[src/rtl/atctlc2axi500_pkg.sv]
// Shared types and defaults for the TLC-to-AXI bridge outstanding-transaction tracking.
package atctlc2axi500_pkg;

    localparam int OSTD_N_DEF     = 8;
    localparam int OSTD_TAG_W_DEF = 8;
    localparam int OSTD_W_DEF     = $clog2(OSTD_N_DEF);
    localparam int OSTD_CNT_W_DEF = OSTD_W_DEF + 1;

    typedef logic [OSTD_W_DEF-1:0]     slot_idx_t;
    typedef logic [OSTD_CNT_W_DEF-1:0] ostd_cnt_t;
    typedef logic [OSTD_TAG_W_DEF-1:0] slot_tag_t;

endpackage

[src/rtl/atctlc2axi500_bin2onehot.sv]
// Binary index to one-hot mask converter; indices >= N produce an all-zero mask.
module atctlc2axi500_bin2onehot #(
    parameter int N = 8,
    localparam int W = $clog2(N)
) (
    input  logic [W-1:0] bin_i,
    output logic [N-1:0] onehot_o
);

    always_comb begin
        onehot_o = '0;
        for (int i = 0; i < N; i++) begin
            if (bin_i == W'(i)) begin
                onehot_o[i] = 1'b1;
            end
        end
    end

endmodule

[src/rtl/atctlc2axi500_ostd_tracker.sv]
// Outstanding-transaction slot allocator: grants the lowest free slot, stores a tag per slot
// and returns it on release.
module atctlc2axi500_ostd_tracker
    import atctlc2axi500_pkg::*;
#(
    parameter int N = OSTD_N_DEF,
    parameter int TAG_W = OSTD_TAG_W_DEF,
    localparam int W = $clog2(N)
) (
    input  logic             aclk,
    input  logic             aresetn,
    input  logic [W:0]       cfg_max_ostd,
    input  logic             alloc_valid,
    input  logic [TAG_W-1:0] alloc_tag,
    output logic             alloc_ready,
    output logic [W-1:0]     alloc_idx,
    input  logic             rel_valid,
    input  logic [W-1:0]     rel_idx,
    output logic [TAG_W-1:0] rel_tag,
    output logic [N-1:0]     busy_mask,
    output logic [W:0]       ostd_cnt,
    output logic             empty,
    output logic             full,
    output logic             err_rel_idle
);

    typedef logic [W:0] cnt_t;

    function automatic logic [W-1:0] lowest_free(input logic [N-1:0] busy);
        lowest_free = '0;
        for (int i = N - 1; i >= 0; i--) begin
            if (!busy[i]) begin
                lowest_free = W'(i);
            end
        end
    endfunction

    logic [N-1:0]     busy_q, busy_d;
    cnt_t             cnt_q, cnt_d;
    logic             err_q, err_d;
    logic [TAG_W-1:0] tag_q [N];
    logic [TAG_W-1:0] tag_d [N];

    logic [N-1:0] set_mask, clr_mask;
    cnt_t         lim;
    logic         alloc_fire, rel_hit, rel_legal;

    atctlc2axi500_bin2onehot #(.N(N)) u_set_dec (
        .bin_i    (alloc_idx),
        .onehot_o (set_mask)
    );

    atctlc2axi500_bin2onehot #(.N(N)) u_clr_dec (
        .bin_i    (rel_idx),
        .onehot_o (clr_mask)
    );

    always_comb begin
        lim = ((cfg_max_ostd == '0) || (cfg_max_ostd > cnt_t'(N))) ? cnt_t'(N) : cfg_max_ostd;
    end

    assign alloc_ready = (cnt_q < lim);
    assign alloc_idx   = lowest_free(busy_q);
    assign alloc_fire  = alloc_valid & alloc_ready;

    // clr_mask is zero for out-of-range indices, so this also rejects rel_idx >= N.
    // The granted slot is free, so releasing it in the same cycle is never a hit.
    assign rel_hit   = |(busy_q & clr_mask);
    assign rel_legal = rel_valid & rel_hit;

    always_comb begin
        rel_tag = '0;
        for (int i = 0; i < N; i++) begin
            if (clr_mask[i]) begin
                rel_tag = tag_q[i];
            end
        end
    end

    always_comb begin
        busy_d = busy_q;
        if (rel_legal) begin
            busy_d = busy_d & ~clr_mask;
        end
        if (alloc_fire) begin
            busy_d = busy_d | set_mask;
        end

        unique case ({alloc_fire, rel_legal})
            2'b10:   cnt_d = cnt_q + cnt_t'(1);
            2'b01:   cnt_d = cnt_q - cnt_t'(1);
            default: cnt_d = cnt_q;
        endcase

        err_d = err_q | (rel_valid & ~rel_hit);

        for (int i = 0; i < N; i++) begin
            tag_d[i] = (alloc_fire && set_mask[i]) ? alloc_tag : tag_q[i];
        end
    end

    always_ff @(posedge aclk or negedge aresetn) begin
        if (!aresetn) begin
            busy_q <= '0;
            cnt_q  <= '0;
            err_q  <= 1'b0;
            for (int i = 0; i < N; i++) begin
                tag_q[i] <= '0;
            end
        end else begin
            busy_q <= busy_d;
            cnt_q  <= cnt_d;
            err_q  <= err_d;
            for (int i = 0; i < N; i++) begin
                tag_q[i] <= tag_d[i];
            end
        end
    end

    assign busy_mask    = busy_q;
    assign ostd_cnt     = cnt_q;
    assign empty        = (cnt_q == '0);
    assign full         = (cnt_q == lim);
    assign err_rel_idle = err_q;

endmodule

[config.mk]
export PLATFORM = sky130hd
export DESIGN_NAME = atctlc2axi500_ostd_tracker
export DESIGN_NICKNAME = d
export VERILOG_FILES = /design/src/rtl/atctlc2axi500_pkg.sv /design/src/rtl/atctlc2axi500_bin2onehot.sv /design/src/rtl/atctlc2axi500_ostd_tracker.sv
export SDC_FILE = /design/constraint.sdc
export NUM_CORES = 1
export LEC_CHECK = 0
export CAP_MARGIN = 10
export CELL_PAD_IN_SITES_DETAIL_PLACEMENT = 1
export CELL_PAD_IN_SITES_GLOBAL_PLACEMENT = 1
export CORE_ASPECT_RATIO = 0.6
export CORE_MARGIN = 10
export CORE_UTILIZATION = 40
export CTS_CLUSTER_SIZE = 40
export DETAILED_ROUTE_END_ITERATION = 16
export PLACE_DENSITY_LB_ADDON = 0.1
export REMOVE_ABC_BUFFERS = 1
export SLEW_MARGIN = 5
export SYNTH_ARGS = -nofsm -noshare
export SYNTH_HDL_FRONTEND = slang
export SYNTH_SLANG_ARGS = --single-unit
export TNS_END_PERCENT = 100
[constraint.sdc]
create_clock -name aclk -period 3.4 [get_ports aclk]
set_input_delay 0.68 -clock aclk [delete_from_list [all_inputs] [get_ports aclk]]
set_output_delay 0.68 -clock aclk [all_outputs]
set_load 0.01 [all_outputs]
==> results of run 1 <==
==> sequential cells by signal (all words and copies together), names as in the netlist <==
signal / count
tag_q: 64
ostd_cnt: 4
err_rel_idle: 1
busy_mask: 8
==> per-stage QoR <==
stage	util, %	TNS, ps	hold slack [ps]	power (µW)	setup slack (ps)
floorplan	-	0	384	2690	480
global placement	48.9	0	446	3380	21.0
detailed placement	48.9	-9.25	450	3430	-9.25
CTS	52.3	0	463	4340	51.4
global route	52.3	0	502	4580	79.3
finish	52.3	0	462	4290	140
==> where the power goes <==
part / internal, µW / switching (µW)
registers: 1350 / 324
logic: 1030 / 717
clock network: 534 / 341
==> Yosys cell counts, types with 2 or more instances <==
master	instances	area share (%)
inv_1	6	0.59
a21oi_1	4	0.52
nor3_1	3	0.39
o21ai_0	3	0.39
nor3_4	2	0.85
o31ai_1	4	0.78
nand2_1	13	1.3
nand3_2	4	1.0
nand4_1	2	0.33
xor2_1	3	0.69
clkbuf_1	4	0.39
mux2_2	70	21
dfrtp_1	77	50
buf_2	2	0.26
mux2_1	3	0.88
a21o_1	3	0.59
nor2_4	2	0.59
mux2i_1	4	1.0
nand2b_1	6	0.98
nor2_1	6	0.59
nor2b_1	3	0.49
xnor2_1	2	0.46
nor4_1	2	0.33
ha_1	7	2.3
mux4_2	17	10
a31oi_1	2	0.33
nand2_2	2	0.33
==> final cells by class <==
type                            count  area (µm²)
Fill cell                         946        4410
Sequential cell                    77        1930
Multi-Input combinational cell    178        1860
Timing Repair Buffer               57         602
Clock buffer                       15         268
Tap cell                          130         163
Inverter                            6        22.5
Clock inverter                      1        5.00
==> how the worst max path moves through the flow <==
stage | from | end | slack (ps) | cells past startpoint
2_1_floorplan | cfg_max_ostd[0] | ostd_cnt[2]$_DFFE_PN0P_ | 480 | 12
3_3_place_gp | rel_idx[0] | rel_tag[1] | 20 | 5
3_5_place_dp | rel_idx[0] | rel_tag[1] | -9 | 5
4_1_cts | cfg_max_ostd[3] | alloc_ready | 50 | 7
5_1_grt | rel_idx[0] | rel_tag[4] | 80 | 5
6_report | rel_idx[2] | rel_tag[0] | 140 | 6
==> layer usage <==
metal	up-vias	wire (µm)	GRT usage [%]
li1	1132	-	-
met1	1275	4960	20.9
met2	42	4160	21.0
met3	10	507	4.50
met4	0	72	3.48
met5	-	0	0
==> cells by family (layout without fill, tap and decap cells) <==
| logic type | Yosys count | after routing |
|---|---|---|
| AO/OA/AOI/OAI | 24 | 24 |
| XOR/XNOR | 5 | 5 |
| buffers and inverters | 13 | 79 |
| AND/OR/NAND/NOR | 48 | 48 |
| flip-flops | 77 | 77 |
| multiplexers | 94 | 94 |
| adder cells (fa/ha/maj) | 7 | 7 |
==> what timing repair did <==
| action | in CTS | in global routing |
|---|---|---|
| cloned | 1 | 0 |
| resized for setup | 1 | 2 |
| setup endpoints to repair | 2 | 1 |
| setup buffers | 1 | 0 |
==> flow_summary_export.csv, run 1 <==
group,metric,value,unit
floorplan,io_pins,46,
power_and_ir_drop,p_per_area,885,nW/µm²
cells_and_area,layout_commonest_cell,"dfrtp_1",
yosys,synth_edf_count,0,
timing,rsz0062_at_grt,"no",
outcome,status,"complete, no violations",
worst_hold_path,min_path_type,"flip-flop to flip-flop",
critical_path,rr_endpoint,"ostd_cnt[2]$_DFFE_PN0P_",
grt,antenna_found_initial,0,
yosys,ys_ff_latch,77,
critical_path,arrival,2580,ps
clock_tree,insertion_delay,330,ps
yosys,synth_mux_area_share,32.5,%
drt,wl,9700,µm
yosys,synth-simple-area-share,7.99,%
grt,grt_pass1_vias,2620,
place,numPortBuffers,45,
critical_path,r2r_cells,11,
place,dp_cells,446,
power_and_ir_drop,p_leak,0.00212,µW
place,placedInstanceArea,4530,µm²
grt,grt_use_total,14.5,%
yosys,synth-adder-area-share,2.28,%
worst_hold_path,worstHoldStart,"err_rel_idle$_DFF_PN0_",
clock_tree,cts_hold_buffers,0,
cells_and_area,nets,355,
power_and_ir_drop,irDropWorstVdd,0.405,mV
critical_path,crit_type,"input port to output pin",
floorplan,die-area,14000,µm²
yosys,synth-compound-area-share,4.44,%
yosys,ys.flop_type,"dfrtp_1",
grt,grt_pass1_wl,15600,µm
clock_tree,clk_pin_slew_worst_paths,50,ps
clock_tree,cts_sinks,77,
cells_and_area,mostFrequentLayoutCells,"dfrtp_1, mux2_2, clkdlybuf4s50_1",
timing,hold_viol,0,
place,gp_congestion,0.768,
clock_tree,cts_tree,"built",
yosys,async_flop_share,100,%
floorplan,die_width,146,µm
timing,period_minus_slack,3260,ps
worst_hold_path,min_to,"err_rel_idle$_DFF_PN0_",
yosys,synth_xor_area_share,1.14,%
timing,skew,3.16,ps
cells_and_area,area_growth,26.3,%
timing,slew_viol_final,0,
critical_path,path_buf_inv,4,
cells_and_area,design_area,4840,µm²
timing,worst_pin_slew,979,ps
critical_path,crit_chain,"clkdlybuf4s50_1 -> buf_12 -> buf_12 -> mux4_2 -> mux2_2 -> clkdlybuf4s50_1",
timing,slew_headroom,34.7,%
critical_path,critPathMaxStageDelay,500,ps
clock_tree,numCtsBuffers,9,
worst_hold_path,whs_path_depth,1,
timing,final-setup-viol-count,0,
critical_path,r2r-start,"busy_mask[3]$_DFF_PN0_",
floorplan,die_h,95.8,µm
drt,dr.first_iter.drc_count,108,
cells_and_area,n_antenna_cell,0,
critical_path,r2r_slack,900,ps
critical_path,critical_path.top_delay_family,"buffers and inverters",
critical_path,worstPathMaxFanout,14,
yosys,synth.avg_cell_area,14.3,µm²
floorplan,rows,27,
clock_tree,clock_path_buffers,2,
yosys,syn_area,3830,µm²
yosys,syn_inst,268,
cells_and_area,finalNonFillerCells,464,
drt,postRouteAntennaNets,0,
floorplan,start_util,41.4,%
critical_path,critPathLaunchType,"input port",
drt,vias,2459,
yosys,synth_top_family_by_area,"multiplexers",
job,maxCapViolCount,0,
clock_tree,h-tree-depth,3,
grt,grt_overflow,0,
critical_path,cp.required,2720,ps
clock_tree,root_buffer,"clkbuf_16",
timing,max_clock_freq,307,MHz
yosys,ys_seq_area_share,50.2,%
yosys,synth_cell_types,39,
critical_path,crit_slowest_cell,"clkdlybuf4s50_1",
cells_and_area,final_layout_size_suffix_gt1_share,38.0,%
grt,grt_max_degree,78,
drt,viasPerCell,5.30,
floorplan,core_area,9260,µm²
timing,post-route-period-util,95.9,%
drt,drc,0,
drt,first_pass_iters,4,
yosys,ys_warn_count,0,
critical_path,end_kind,"output pin",
drt,wl_per_cell,20.9,µm
place,dp.final_hpwl,6600,µm
Note: power is estimated with default switching activity, not from simulation.
==> run 2: changes to the inputs <==
ABC_CLOCK_PERIOD_IN_PS = 2650   (was unset)
REMOVE_ABC_BUFFERS = unset   (was 1)
clock period = 2.65 ns   (was 3.4 ns; I/O delays follow)
==> flow_summary_export.csv, run 2 (synthesis gave the netlist of run 1 again) <==
group,metric,value,unit
timing,max_clock_freq,395,MHz
floorplan,io_pins,46,
job,maxCapViolCount,0,
yosys,synth_nets,294,
critical_path,critPathMaxStageDelay,280,ps
clock_tree,cts_tree,"built",
critical_path,critPathLaunchType,"input port",
cells_and_area,design_area,5320,µm²
floorplan,rows,27,
power_and_ir_drop,switching_share,32.7,%
outcome,status,"complete, no violations",
cells_and_area,fillers,919,
cells_and_area,regMostFlops,"tag_q",
timing,final-setup-viol-count,0,
critical_path,end_kind,"output pin",
timing,period_minus_slack,2530,ps
drt,drc,0,
cells_and_area,nets,392,
floorplan,start_util,41.4,%
power_and_ir_drop,intPower,4040,µW
drt,wl,11100,µm
grt,grt_pass1_vias,2970,
power_and_ir_drop,p_per_area,1130,nW/µm²
floorplan,die_width,146,µm
place,gp_congestion,0.772,
power_and_ir_drop,irDropWorstVdd,0.415,mV
critical_path,cp.required,2120,ps
timing,fin_ws,115,ps
power_and_ir_drop,p_seq_share,34.5,%
clock_tree,numCtsBuffers,9,
floorplan,die-area,14000,µm²
clock_tree,clock_path_buffers,2,
clock_tree,cts_sinks,77,
critical_path,crit_chain,"dlygate4sd2_1 -> buf_6 -> buf_12 -> buf_8 -> mux4_2 -> mux2_2 -> dlygate4sd2_1",
clock_tree,insertion_delay,330,ps
grt,grt_pass1_wl,17500,µm
timing,slew_headroom,57.5,%
grt,antenna_found_initial,0,
power_and_ir_drop,power,6000,µW
power_and_ir_drop,p_leak,0.00241,µW
critical_path,crit_type,"input port to output pin",
place,post-place-ws,-468,ps
clock_tree,h-tree-depth,3,
timing,hold_viol,0,
grt,grt_use_total,16.4,%
timing,worst_pin_slew,638,ps
timing,whs,218,ps
drt,viasPerCell,5.27,
drt,postRouteAntennaNets,0,
floorplan,die_h,95.8,µm
critical_path,arrival,2000,ps
critical_path,crit_slowest_cell,"dlygate4sd2_1",
power_and_ir_drop,p_comb_share,44.9,%
place,dp.final_hpwl,7440,µm
worst_hold_path,min_path_type,"input port to async pin",
grt,grt_overflow,0,
cells_and_area,area_growth,38.8,%
critical_path,worstPathMaxFanout,7,
timing,fin_setup_tns,0,ps
drt,wl_per_cell,22.1,µm
power_and_ir_drop,p_sw,1960,µW
drt,dr.first_iter.drc_count,146,
cells_and_area,mostFrequentLayoutCells,"dfrtp_1, mux2_2, buf_4",
floorplan,core_area,9260,µm²
timing,post-route-period-util,95.6,%
timing,slew_viol_final,0,
drt,vias,2637,
place,numPortBuffers,45,
clock_tree,clk_pin_slew_worst_paths,50,ps
place,placedInstanceArea,4800,µm²
clock_tree,root_buffer,"clkbuf_16",
drt,first_pass_iters,4,
critical_path,path_common_cell,"dlygate4sd2_1",
timing,skew,7.15,ps
cells_and_area,n_antenna_cell,0,
cells_and_area,largest_register_ffs,64,
cells_and_area,final_layout_size_suffix_gt1_share,49.7,%
power_and_ir_drop,pwr-share-clk,20.6,%
cells_and_area,layout_commonest_cell,"dfrtp_1",
grt,grt_max_degree,50,
==> run 2: cell count changes in the layout (fill, tap and decap cells not counted), moves of 3 or more <==
cell | before | now
buf_4 | 9 | 35
dlymetal6s2s_1 | 1 | 4
ha_1 | 7 | 3
buf_12 | 3 | 9
buf_6 | 0 | 4
clkdlybuf4s50_1 | 42 | 27
dlygate4sd2_1 | 1 | 9
clkbuf_1 | 4 | 0
==> run 2: what timing repair did <==
item / 4_1_cts / 5_1_grt
pin swaps: 5 / 6
hold buffers: 0 / 0
endpoints found under the setup margin: 32 / 72
buffers inserted: 7 / 2
gates cloned: 1 / 1
endpoints found under the hold margin: 0 / 0
gates resized for setup: 36 / 15
==> run 2: worst max-delay path: cells and delay by family <==
| kind | cells | cell delay (ps) |
|---|---|---|
| muxes | 2 | 540 |
| buffers and inverters | 5 | 930 |
==> run 2: path summary, 6_finish.rpt <==
| kind | end | from | slack, ps | cells past startpoint |
|---|---|---|---|---|
| worst max-delay path | rel_tag[2] | rel_idx[2] | 120 | 7 |
| worst min-delay path | tag_q[0]$_DFFE_PN0P_ | aresetn | 220 | 1 |
| worst max register to register | ostd_cnt[2]$_DFFE_PN0P_ | busy_mask[6]$_DFF_PN0_ | 270 | 12 |
| worst min register to register | err_rel_idle$_DFF_PN0_ | err_rel_idle$_DFF_PN0_ | 450 | 1 |
| max in group asynchronous | tag_q[16]$_DFFE_PN0P_ | aresetn | 1790 | 2 |
| min in group aclk | err_rel_idle$_DFF_PN0_ | err_rel_idle$_DFF_PN0_ | 450 | 1 |
==> run 2: metal layers <==
metal / vias to the layer above / track usage (%) / part of all wire (%)
li1: 1200 / - / -
met1: 1386 / 21.8 / 49
met2: 43 / 26.8 / 47
met3: 8 / 4.31 / 3.7
met4: 0 / 3.15 / 0.70
met5: - / 0 / 0
==> run 2: final cells by class <==
cell class	count	area, µm²	area share [%]
Timing Repair Buffer	94	975	18.3
Clock inverter	4	47.5	0.893
Sequential cell	77	1930	36.2
Multi-Input combinational cell	178	1930	36.3
Inverter	6	22.5	0.423
Tap cell	130	163	3.06
Clock buffer	11	253	4.75
==> run 2: metrics by stage <==
step	utilization (%)	instances
3_3_place_gp	51.9	474
6_report	57.5	500
5_1_grt	57.5	500
2_1_floorplan	-	268
3_5_place_dp	51.9	474
4_1_cts	56.8	497
==> run 2: power groups by stage <==
| stage | clock [µW] | combinational [µW] | sequential [µW] |
|---|---|---|---|
| after floorplan | 0 | 1460 | 2040 |
| after global placement | 0 | 2530 | 2050 |
| after detailed placement | 0 | 2610 | 2070 |
| after CTS | 1270 | 2670 | 2060 |
| after global routing | 1340 | 2940 | 2140 |
| final | 1240 | 2690 | 2070 |
